[config.mk]
export PLATFORM = sky130hd
export DESIGN_NAME = fifo_rd_streamer_flat
export DESIGN_NICKNAME = d
export VERILOG_FILES = /design/src/rtl/fifo_pkg.sv /design/src/rtl/fifo_rd_streamer_if.sv /design/src/rtl/fifo_rd_skid_buf.sv /design/src/rtl/fifo_rd_streamer.sv /design/src/flat_wrapper.sv
export SDC_FILE = /design/constraint.sdc
export NUM_CORES = 1
export LEC_CHECK = 0
export ABC_AREA = 1
export CORE_UTILIZATION = 54
export CTS_BUF_LIST = sky130_fd_sc_hd__clkbuf_8
export DETAILED_ROUTE_END_ITERATION = 8
export GPL_TIMING_DRIVEN = 0
export PLACE_DENSITY = 0.88
export SKIP_CTS_REPAIR_TIMING = 1
export SLEW_MARGIN = 20
export SYNTH_ARGS = -nofsm -noshare
export SYNTH_HDL_FRONTEND = slang
export SYNTH_SLANG_ARGS = --single-unit
[constraint.sdc]
create_clock -name clk -period 34 [get_ports clk]
set_input_delay 10.2 -clock clk [delete_from_list [all_inputs] [get_ports clk]]
set_output_delay 10.2 -clock clk [all_outputs]
set_load 0.05 [all_outputs]
[src/rtl/fifo_pkg.sv]
// Shared constants and helpers for the FIFO read-side blocks.
package fifo_pkg;

    localparam int DEF_DATA_W = 128;

    // Ceiling log2; returns 0 for values <= 1.
    function automatic int clog2(input int value);
        int result;
        result = 0;
        while ((1 << result) < value) begin
            result = result + 1;
        end
        return result;
    endfunction

endpackage

[src/rtl/fifo_rd_streamer_if.sv]
// FIFO read port plus valid/ready stream, seen from the streamer (master) side.
interface fifo_rd_streamer_if
    import fifo_pkg::*;
#(
    parameter int DATA_W = DEF_DATA_W
);
    logic              o_rden;
    logic [DATA_W-1:0] i_rddata;
    logic              i_empty;
    logic              o_valid;
    logic [DATA_W-1:0] o_data;
    logic              o_last;
    logic              i_ready;

    modport master (
        output o_rden,
        input  i_rddata,
        input  i_empty,
        output o_valid,
        output o_data,
        output o_last,
        input  i_ready
    );

    modport slave (
        input  o_rden,
        output i_rddata,
        output i_empty,
        input  o_valid,
        input  o_data,
        input  o_last,
        output i_ready
    );
endinterface

[src/rtl/fifo_rd_skid_buf.sv]
// Small circular buffer holding read data until the consumer takes it.
module fifo_rd_skid_buf
    import fifo_pkg::*;
#(
    parameter int DATA_W = DEF_DATA_W,
    parameter int DEPTH  = 2,
    localparam int PTR_W = clog2(DEPTH),
    localparam int OCC_W = clog2(DEPTH + 1)
) (
    input  logic              clk,
    input  logic              rstn,
    input  logic              push,
    input  logic [DATA_W-1:0] push_data,
    input  logic              pop,
    input  logic              flush,
    output logic [OCC_W-1:0]  occ,
    output logic [DATA_W-1:0] head_data
);
    logic [DATA_W-1:0] mem [DEPTH];
    logic [PTR_W-1:0]  head_reg;
    logic [PTR_W-1:0]  tail_reg;
    logic [OCC_W-1:0]  occ_reg;

    function automatic logic [PTR_W-1:0] ptr_inc(input logic [PTR_W-1:0] p);
        return (p == PTR_W'(DEPTH - 1)) ? '0 : p + PTR_W'(1);
    endfunction

    // Flush wins over a capture on the same edge.
    always_ff @(posedge clk) begin
        if (!rstn || flush) begin
            head_reg <= '0;
            tail_reg <= '0;
            occ_reg  <= '0;
        end else begin
            if (push) tail_reg <= ptr_inc(tail_reg);
            if (pop)  head_reg <= ptr_inc(head_reg);
            occ_reg <= occ_reg + OCC_W'(push) - OCC_W'(pop);
        end
    end

    always_ff @(posedge clk) begin
        if (rstn && push && !flush) mem[tail_reg] <= push_data;
    end

    assign occ       = occ_reg;
    assign head_data = (occ_reg != '0) ? mem[head_reg] : '0;

    assert property (@(posedge clk) disable iff (!rstn)
        !(push && !pop && !flush && occ_reg == OCC_W'(DEPTH)));

endmodule

[src/rtl/fifo_rd_streamer.sv]
// Read-side streamer for the synchronous FIFO: credit-limited reads, latency
// absorbed in a skid buffer, packet framing and a running beat counter.
module fifo_rd_streamer
    import fifo_pkg::*;
#(
    parameter int DATA_W    = DEF_DATA_W,
    parameter int RD_LAT    = 1,
    parameter int BUF_DEPTH = 2,
    parameter int PKT_LEN   = 4,
    parameter int CNT_W     = 16
) (
    input  logic               clk,
    input  logic               rstn,
    input  logic               i_en,
    input  logic               i_flush,
    fifo_rd_streamer_if.master bus,
    output logic [CNT_W-1:0]   o_beat_cnt,
    output logic               o_busy
);
    localparam int OCC_W  = clog2(BUF_DEPTH + 1);
    localparam int INFL_W = clog2(RD_LAT + 1);
    localparam int CRD_W  = clog2(BUF_DEPTH + RD_LAT + 2);
    localparam int IDX_W  = (PKT_LEN > 1) ? clog2(PKT_LEN) : 1;

    logic [RD_LAT-1:0] issued_reg;
    logic [RD_LAT-1:0] keep_reg;
    logic [OCC_W-1:0]  occ;
    logic [INFL_W-1:0] infl;
    logic [CRD_W-1:0]  credit_used;
    logic              pop;
    logic              rden;
    logic              capture;
    logic              last_beat;
    logic [IDX_W-1:0]  idx_reg;
    logic [CNT_W-1:0]  beat_cnt_reg;
    logic [DATA_W-1:0] head_data;

    always_comb begin
        infl = '0;
        for (int i = 0; i < RD_LAT; i++) begin
            infl = infl + INFL_W'(issued_reg[i]);
        end
    end

    // A read may be issued only if the word it returns is guaranteed a slot,
    // counting the slot freed by this cycle's pop.
    assign pop         = bus.o_valid & bus.i_ready;
    assign credit_used = CRD_W'(occ) + CRD_W'(infl) - CRD_W'(pop);
    assign rden        = rstn & i_en & ~bus.i_empty & ~i_flush
                         & (credit_used < CRD_W'(BUF_DEPTH));
    assign capture     = keep_reg[RD_LAT-1];
    assign last_beat   = (idx_reg == IDX_W'(PKT_LEN - 1));

    always_ff @(posedge clk) begin
        if (!rstn) begin
            issued_reg   <= '0;
            keep_reg     <= '0;
            idx_reg      <= '0;
            beat_cnt_reg <= '0;
        end else begin
            issued_reg[0] <= rden;
            keep_reg[0]   <= rden;
            for (int i = 1; i < RD_LAT; i++) begin
                issued_reg[i] <= issued_reg[i-1];
                keep_reg[i]   <= keep_reg[i-1] & ~i_flush;
            end
            if (pop) beat_cnt_reg <= beat_cnt_reg + CNT_W'(1);
            if (i_flush) begin
                idx_reg <= '0;
            end else if (pop) begin
                idx_reg <= last_beat ? '0 : idx_reg + IDX_W'(1);
            end
        end
    end

    fifo_rd_skid_buf #(
        .DATA_W (DATA_W),
        .DEPTH  (BUF_DEPTH)
    ) u_skid_buf (
        .clk       (clk),
        .rstn      (rstn),
        .push      (capture),
        .push_data (bus.i_rddata),
        .pop       (pop),
        .flush     (i_flush),
        .occ       (occ),
        .head_data (head_data)
    );

    assign bus.o_rden  = rden;
    assign bus.o_valid = (occ != '0);
    assign bus.o_data  = head_data;
    assign bus.o_last  = bus.o_valid & last_beat;
    assign o_beat_cnt  = beat_cnt_reg;
    assign o_busy      = (occ != '0) | (|issued_reg);

endmodule

[src/flat_wrapper.sv]
// flat-port wrapper written by rule: the top's interface ports become plain ports
module fifo_rd_streamer_flat import fifo_pkg::*;
#(
    parameter int DATA_W    = DEF_DATA_W,
    parameter int RD_LAT    = 1,
    parameter int BUF_DEPTH = 2,
    parameter int PKT_LEN   = 4,
    parameter int CNT_W     = 16
)
  (clk, rstn, i_en, i_flush, o_beat_cnt, o_busy, bus_o_rden, bus_i_rddata, bus_i_empty, bus_o_valid, bus_o_data, bus_o_last, bus_i_ready);
  fifo_rd_streamer_if #(.DATA_W(DATA_W)) bus_i ();
  input  logic clk;
  input  logic rstn;
  input  logic i_en;
  input  logic i_flush;
  output logic [CNT_W-1:0] o_beat_cnt;
  output logic o_busy;
  output wire logic [$bits(bus_i.o_rden)-1:0] bus_o_rden;
  input wire logic [$bits(bus_i.i_rddata)-1:0] bus_i_rddata;
  input wire logic [$bits(bus_i.i_empty)-1:0] bus_i_empty;
  output wire logic [$bits(bus_i.o_valid)-1:0] bus_o_valid;
  output wire logic [$bits(bus_i.o_data)-1:0] bus_o_data;
  output wire logic [$bits(bus_i.o_last)-1:0] bus_o_last;
  input wire logic [$bits(bus_i.i_ready)-1:0] bus_i_ready;
  assign bus_o_rden = bus_i.o_rden;
  assign bus_i.i_rddata = bus_i_rddata;
  assign bus_i.i_empty = bus_i_empty;
  assign bus_o_valid = bus_i.o_valid;
  assign bus_o_data = bus_i.o_data;
  assign bus_o_last = bus_i.o_last;
  assign bus_i.i_ready = bus_i_ready;
  fifo_rd_streamer #(.DATA_W(DATA_W), .RD_LAT(RD_LAT), .BUF_DEPTH(BUF_DEPTH), .PKT_LEN(PKT_LEN), .CNT_W(CNT_W)) u_core (.clk(clk), .rstn(rstn), .i_en(i_en), .i_flush(i_flush), .bus(bus_i), .o_beat_cnt(o_beat_cnt), .o_busy(o_busy));
endmodule
Word-level counts from Yosys, hierarchy flattened. Memories as Yosys holds them, arrays and structs flattened. A register that Yosys moved wholly into a read port is not among the register bits. Index checks and enable logic that the tools add are counted.

Add/subtract/negate cells: 8. Order comparisons: 1. Eq/ne operators: 1. Multiplexer cells: 8. Bitwise logic cells: 10. Reduce and logical (&&, ||, !) cells: 7.

Operator list (number): 2-to-1 mux 128 bit (1); adder 16 x 1 -> 16 bit (second input constant) (1); bitwise AND 1 bit (6); 2-to-1 mux 1 bit (6); adder 2 x 1 -> 3 bit (1); less-than comparator 3 x 2 -> 1 bit (second input constant) (1); NOT 1 bit (3); subtractor 3 x 1 -> 3 bit (1); adder 1 bit (second input constant) (2); adder 2 x 1 -> 2 bit (1); adder 2 x 1 -> 2 bit (second input constant) (1); == test 2 bit (second input constant) (1); logical AND 1 bit (2); logical NOT 1 bit (2); 2-to-1 mux 2 bit (1); nonzero test 2 bit (1); OR reduction 2 bit (1); subtractor 2 x 1 -> 2 bit (1); logical OR 1 bit (1); bitwise OR 1 bit (1).

Register bits after elaboration: 23. RAM bits: 256. Input port bits: 134. Output and inout bits: 148. Word-level logic and storage cells: 42. Memories kept: 1.

Memory list: u_core.u_skid_buf.mem (depth 2, bits a word 128, rd ports 1, clocked after memory_dff 1, write ports 1, RTL line fifo_rd_skid_buf.sv:19) `logic [DATA_W-1:0] mem [DEPTH];`.

Depth between registers and ports, before layout. Gate-level depths: netlist (run 1).

Depth after elaboration: 5. Mapped depth: 10. Gate-level depth less buffers: 9.

Hierarchy. From an unflattened synthesis (run 1), not the netlist that was laid out.

Cells, all modules: 862. Area total of the unflattened synthesis: 10901.7 µm².

By module, submodules not included: fifo_rd_skid_buf (times used 1, cells each 715, area an instance 9880.7 µm²); fifo_rd_streamer (times used 1, cells each 147, area an instance 1021.0 µm²).

Worst setup path before layout (run 1). OpenSTA, ideal clock, no wires.

Path kind: input to output. From: in bus_i_ready. To: out bus_o_rden. Arrival: 12967 ps. Required time: 23800 ps. Setup slack: 10833 ps. Stages on the path: 10. Path buffers: 1. Path through: inv_1 -> nor2_4 -> buf_6 -> ha_1 -> inv_1 -> ha_1 -> fa_1 -> inv_1 -> nand2_1 -> nor4_1.

Cells in the longest elaborated chain, start to end: 4.

RTL lines: start: declaration (RTL line flat_wrapper.sv:24) `input wire logic [$bits(bus_i.i_ready)-1:0] bus_i_ready;`; bitwise AND 1 bit (RTL line fifo_rd_streamer.sv:47) `assign pop = bus.o_valid & bus.i_ready;`; net u_core.pop (RTL line fifo_rd_streamer.sv:30) `logic pop;`; subtractor 3 x 1 -> 3 bit (RTL line fifo_rd_streamer.sv:48) `assign credit_used = CRD_W'(occ) + CRD_W'(infl) - CRD_W'(pop);`; net u_core.credit_used[1] (RTL line fifo_rd_streamer.sv:29) `logic [CRD_W-1:0] credit_used;`; less-than comparator 3 x 2 -> 1 bit (RTL line fifo_rd_streamer.sv:50) `& (credit_used < CRD_W'(BUF_DEPTH));`; bitwise AND 1 bit (RTL line fifo_rd_streamer.sv:50); end: declaration (RTL line flat_wrapper.sv:18) `output wire logic [$bits(bus_i.o_rden)-1:0] bus_o_rden;`.

The timed path passes the listed nets, and every way through them passes these cells.

Worst setup path after layout (run 1). Same ends and word-level chain as after synthesis.

==> impl_metrics.csv, run 1 <==
group,metric,value,unit
outcome,status,"finished, final reports clean",
layout,layout_commonest_cell,"nand2_1",
layout,top_register,"u_core.u_skid_buf.mem",
timing,slew_viol_final,0,
timing,skew,12.4,ps
placed_design,io_buffers,281,
power,p_leak,5.23,nW
cts,clockBufferDepth,3,
synthesis,ys_ff_latch,280,
setup_path,critPathSlowestCell,"clkdlybuf4s50_1",
grt,grt_pass1_wl,38200,microns
cts,clk_pin_slew,60,ps
timing,relSlewSlack,0.586,
layout,fin_nets,1333,
setup_path,cp.arrival,13170,ps
synthesis,avgSynthCellArea,12.6,sq um
layout,mostFrequentLayoutCells,"nand2_1 (290), clkdlybuf4s50_1 (281), edfxtp_1 (256), a21oi_1 (140), clkbuf_8 (44)",
synthesis,ys.flop_type,"edfxtp_1",
detailed_routing,routed_wirelength,25900,microns
cts,cts_tree,"built",
power,power_density,44.5,mW/mm^2
setup_path,path_max_fanout,10,
layout,diodes,0,
setup_path,path_delay_family,"buffers and inverters",
cts,clk_latency,530,ps
timing,setup_violations,0,
timing,tns,0,ps
setup_path,crit_path_end_kind,"output port",
run,drv_cap,0,
detailed_routing,avgViaCountPerCell,5.18,
placed_design,dpl-instance-area,0.0141,sq mm
setup_path,crit_top_cell,"inv_1",
grt,track_usage,0.249,
timing,tightestPinTransition,619,ps
detailed_routing,ant_nets,0,
setup_path,critical_path_class,"input port to output port",
detailed_routing,dr.first_iter.drc_count,357,
detailed_routing,routed-via-count,7704,
cts,cts.htree.levels,2,
floorplan,row_count,51,
setup_path,path_buf_inv,6,
worst_hold_path,hold_path_class,"register to register",
layout,area_delta_synth_final,38.8,%
floorplan,io_pins,282,
setup_path,start_kind,"input port",
cts,cts_made_buffers,43,
timing,max_freq,42.8,MHz
layout,fin_area,0.0148,sq mm
synthesis,synthCells,848,
floorplan,coreArea,0.0194,sq mm
synthesis,syn-cell-area,0.0107,sq mm
placed_design,place_hpwl,17900,microns
grt,grt_pass1_vias,7634,
cts,cts.sinks,280,
detailed_routing,route.detailed.drc,0,
layout,largest_reg_flops,256,
synthesis,synth_nets,987,
timing,rsz0062_at_grt,"no",
power,ir_drop,0.0000320,V
synthesis,ys_seq_area_frac,0.766,
floorplan,die_h,143,microns
detailed_routing,firstDrtPassIters,5,
layout,drive_gt1_frac,0.0965,
layout,multi_input_area,0.00219,sq mm
floorplan,die_x,143,microns
placed_design,gp_congestion,0.766,
grt,antenna_found_initial,0,
cts,root_buffer,"clkbuf_8",
timing,finalHoldViolations,0,
layout,final_util,0.763,
synthesis,ys_types,25,
grt,grt_overflow,0,
detailed_routing,wire_per_inst,17.4,microns
setup_path,worstPathRequired,23800,ps
timing,finalCriticalPeriod,23370,ps
synthesis,yosys_warnings,0,
floorplan,initial_utilization,0.550,
setup_path,slowest_delay,840,ps
floorplan,die_area,0.0203,sq mm
synthesis,synth-edff-count,256,
setup_path,crit_chain,"clkdlybuf4s50_1 -> inv_1 -> nor2_4 -> buf_6 -> ha_1 -> inv_1 -> ha_1 -> fa_1 -> inv_1 -> nand2_1 -> nor4_1 -> clkdlybuf4s50_1",
layout,fillCellCount,1182,
synthesis,synthArstFlopShare,0,
timing,min_period_over_period,0.687,
grt,grt_max_degree,25,
timing,hold_slack,459,ps
layout,regArea,0.00817,sq mm
-- path summary, 6_finish.rpt --
kind	depth (start not counted)	slack (ps)	from	endpoint
worst max-delay path	12	10630	bus_i_ready	bus_o_rden
worst min-delay path	1	460	u_core.u_skid_buf.head_reg	u_core.u_skid_buf.head_reg
worst max register to register	10	31730	u_core.u_skid_buf.occ[1]	u_core.issued_reg
worst min register to register	1	460	u_core.u_skid_buf.head_reg	u_core.u_skid_buf.head_reg
-- cell type report --
| cell class | instances | share of cell area |
|---|---|---|
| tap | 265 | 0.0224 |
| clock buffer | 44 | 0.0409 |
| buffer | 44 | 0.0149 |
| multi-input combinational | 498 | 0.148 |
| inverter | 26 | 0.00660 |
| sequential | 280 | 0.552 |
| timing repair buffer | 301 | 0.207 |
| clock inverter | 30 | 0.00846 |
-- metal layers --
layer	share of wire	GRT usage
met5	0	0
met4	0.029	0.0877
met3	0.091	0.0834
met2	0.51	0.439
met1	0.37	0.280
-- power breakdown --
part           internal, W  leakage, nW  switching (W)  total (W)
clock             0.000120        0.425       0.000122   0.000242
sequential        0.000377         2.50    0.000000412   0.000377
combinational    0.0000194         2.31      0.0000195  0.0000389
-- stage by stage --
step | cells | power (W) | setup WS, ps
3_5_place_dp | 1414 | 0.000423 | 10630
5_1_grt | 1488 | 0.000678 | 10470
2_1_floorplan | 848 | 0.000399 | 10830
4_1_cts | 1488 | 0.000662 | 10600
6_report | 1488 | 0.000658 | 10630
3_3_place_gp | 1394 | 0.000422 | 8740
-- synth_stat cells (2+ instances only) --
| library cell | number | area [sq um] |
|---|---|---|
| nand2_1 | 290 | 1090 |
| edfxtp_1 | 256 | 7690 |
| a21oi_1 | 140 | 701 |
| buf_2 | 38 | 190 |
| nor2_1 | 28 | 105 |
| inv_1 | 26 | 97.6 |
| dfxtp_1 | 24 | 480 |
| nand3_1 | 8 | 40.0 |
| o21ai_0 | 8 | 40.0 |
| clkbuf_1 | 5 | 18.8 |
| ha_1 | 4 | 50.1 |
| nor2_2 | 4 | 25.0 |
| and3_1 | 2 | 12.5 |
| nand2_2 | 2 | 12.5 |
| nor3_1 | 2 | 10.0 |
| nor4_1 | 2 | 12.5 |
-- cells by family (layout without fill, tap and decap cells) --
logic type	count (synthesis)	in the layout	synth area share
AO/OA/AOI/OAI	151	151	0.0716
adder cells (fa/ha/maj)	5	5	0.00657
buffers and inverters	70	445	0.0298
flip-flops	280	280	0.766
AND/OR/NAND/NOR	342	342	0.126
Note: power is estimated with default switching activity, not from simulation.
==> run 2, diff against run 1 <==
--- a/config.mk
+++ b/config.mk
@@ -6,11 +6,11 @@
 export NUM_CORES = 1
 export LEC_CHECK = 0
 export ABC_AREA = 1
-export CORE_UTILIZATION = 54
+export CORE_UTILIZATION = 45
 export CTS_BUF_LIST = sky130_fd_sc_hd__clkbuf_8
 export DETAILED_ROUTE_END_ITERATION = 8
 export GPL_TIMING_DRIVEN = 0
-export PLACE_DENSITY = 0.88
+export PLACE_DENSITY = 0.78
 export SKIP_CTS_REPAIR_TIMING = 1
 export SLEW_MARGIN = 20
 export SYNTH_ARGS = -nofsm -noshare
==> constraint.sdc (replaced) <==
create_clock -name clk -period 19.8 [get_ports clk]
set_input_delay 5.94 -clock clk [delete_from_list [all_inputs] [get_ports clk]]
set_output_delay 5.94 -clock clk [all_outputs]
set_load 0.05 [all_outputs]
==> run 2 against run 1 <==
Net effect: setup slack lost 5700 ps; core utilization shrank 11 points; via count shrank 1.3%; sequential share of layout area shrank 0.67 points; clock power grew 83%; die area grew 20%; critical path depth is the same; non-clock buffer count grew 2; final cell count grew 4.0%; design area grew 1.2%; combinational power grew 72%; critical endpoint unchanged.
==> impl_metrics.csv, run 2 (same netlist as run 1, synthesis figures left out) <==
group,metric,value,unit
floorplan,die_area,0.0243,sq mm
setup_path,cp-startpoint,"bus_i_ready",
layout,fin_nets,1339,
power,ir_drop,0.0000761,V
grt,grt_max_degree,27,
floorplan,die_h,156,microns
grt,grt_pass1_wl,40100,microns
grt,grt_pass1_vias,7778,
grt,grt_overflow,0,
detailed_routing,avgViaCountPerCell,4.91,
setup_path,start_kind,"input port",
worst_hold_path,hold_path_class,"register to register",
setup_path,critPathSlowestCell,"clkdlybuf4s50_1",
setup_path,crit_chain,"clkdlybuf4s50_1 -> inv_1 -> nor2_4 -> buf_6 -> ha_1 -> inv_1 -> ha_1 -> fa_1 -> inv_1 -> nand2_1 -> nor4_1 -> clkdlybuf4s50_1",
outcome,status,"finished, final reports clean",
run,drv_cap,0,
timing,tns,0,ps
setup_path,crit_path_end_kind,"output port",
power,p_comb_frac,0.058,
placed_design,place_hpwl,18200,microns
setup_path,rr_startpoint,"u_core.u_skid_buf.occ[1]",
cts,clockBufferDepth,3,
detailed_routing,wire_per_inst,16.9,microns
power,p_leak,5.30,nW
power,p_sw,0.000252,W
detailed_routing,routed-via-count,7601,
timing,relSlewSlack,0.607,
layout,drive_gt1_frac,0.102,
setup_path,slowest_delay,850,ps
detailed_routing,ant_nets,0,
placed_design,place_inst,1464,
setup_path,path_max_fanout,10,
floorplan,io_pins,282,
worst_hold_path,hp-start,"u_core.u_skid_buf.head_reg",
layout,largest_reg_flops,256,
placed_design,dpl-instance-area,0.0142,sq mm
timing,slew_viol_final,0,
layout,final_cells,1548,
layout,area_delta_synth_final,40.5,%
detailed_routing,firstDrtPassIters,5,
setup_path,worstPathRequired,13860,ps
layout,top_register,"u_core.u_skid_buf.mem",
setup_path,cp.arrival,8940,ps
detailed_routing,routed_wirelength,26200,microns
timing,min_period_over_period,0.751,
setup_path,critical_path_class,"input port to output port",
timing,skew,18.1,ps
placed_design,gp_congestion,0.813,
timing,max_freq,67.2,MHz
power,power_density,77.2,mW/mm^2
grt,track_usage,0.215,
timing,finalCriticalPeriod,14880,ps
floorplan,die_x,156,microns
floorplan,coreArea,0.0229,sq mm
cts,cts_tree,"built",
grt,antenna_found_initial,2,
setup_path,crit_top_cell,"inv_1",
power,clkPwrFrac,0.382,
timing,finalHoldViolations,0,
power,intPower,0.000905,W
floorplan,row_count,55,
cts,cts.sinks,280,
detailed_routing,route.detailed.drc,0,
detailed_routing,dr.first_iter.drc_count,481,
layout,mostFrequentLayoutCells,"nand2_1 (290), clkdlybuf4s50_1 (281), edfxtp_1 (256), a21oi_1 (140), clkbuf_8 (48)",
timing,tightestPinTransition,588,ps
floorplan,initial_utilization,0.465,
layout,layout_commonest_cell,"nand2_1",
cts,clk_pin_slew,60,ps
cts,cts.htree.levels,2,
cts,clk_latency,550,ps
cts,cts_made_buffers,47,
timing,rsz0062_at_grt,"no",
power,p_sw_frac,0.218,
timing,setup_violations,0,
cts,root_buffer,"clkbuf_8",
placed_design,io_buffers,281,
layout,fin_area,0.0150,sq mm
power,seq_power_share,0.560,
## run 2: changes by cell type in the layout (fill, tap and decap cells not counted), sizes merged
cell and delta:
clkinvlp +2, clkinv +1, clkbuf +4, buf +2, inv +2, diode +1
## run 2: final cells by class
cell class / instances / area [sq um]
antenna: 1 / 2.50
buffer: 44 / 220
clock buffer: 48 / 661
clock inverter: 35 / 151
fill: 1718 / 7940
inverter: 26 / 97.6
multi-input combinational: 498 / 2190
sequential: 280 / 8170
tap: 313 / 392
timing repair buffer: 303 / 3100
## run 2: through the flow
| stage | setup slack [ps] | hold slack (ps) | utilization | power (W) |
|---|---|---|---|---|
| global route | 4780 | 502 | 0.654 | 0.00120 |
| global placement | -1610 | 438 | 0.605 | 0.000725 |
| detailed placement | 4920 | 449 | 0.618 | 0.000727 |
| finish | 4920 | 466 | 0.654 | 0.00116 |
| floorplan | 4120 | 425 | - | 0.000685 |
| CTS | 4900 | 463 | 0.653 | 0.00117 |
## run 2: critical path: cells and delay by family
family	cells	cell delay [ps]
AND/OR/NAND/NOR	3	440
adder cells (fa/ha/maj)	3	810
buffers and inverters	6	1750
## run 2: worst paths after layout
check | to | slack [ps] | cells after the start
worst max-delay path | bus_o_rden | 4920 | 12
worst min-delay path | u_core.u_skid_buf.head_reg | 470 | 1
worst max register to register | u_core.issued_reg | 17510 | 10
worst min register to register | u_core.u_skid_buf.head_reg | 470 | 1
## run 2: layer usage
layer  GRT usage  vias to the layer above  part of all wire
met3      0.0744                       44             0.089
met4      0.0672                        2             0.021
met1       0.248                     3592              0.38
met5           0                        -           0.00046
li1            -                     3670                 -
met2       0.375                      293              0.51
## run 2: power groups by stage
stage	registers [W]	clock network (W)	logic [W]
after floorplan	0.000661	0	0.0000238
after global placement	0.000661	0	0.0000641
after detailed placement	0.000660	0	0.0000667
after CTS	0.000648	0.000454	0.0000671
after global routing	0.000647	0.000482	0.0000708
final	0.000648	0.000442	0.0000669
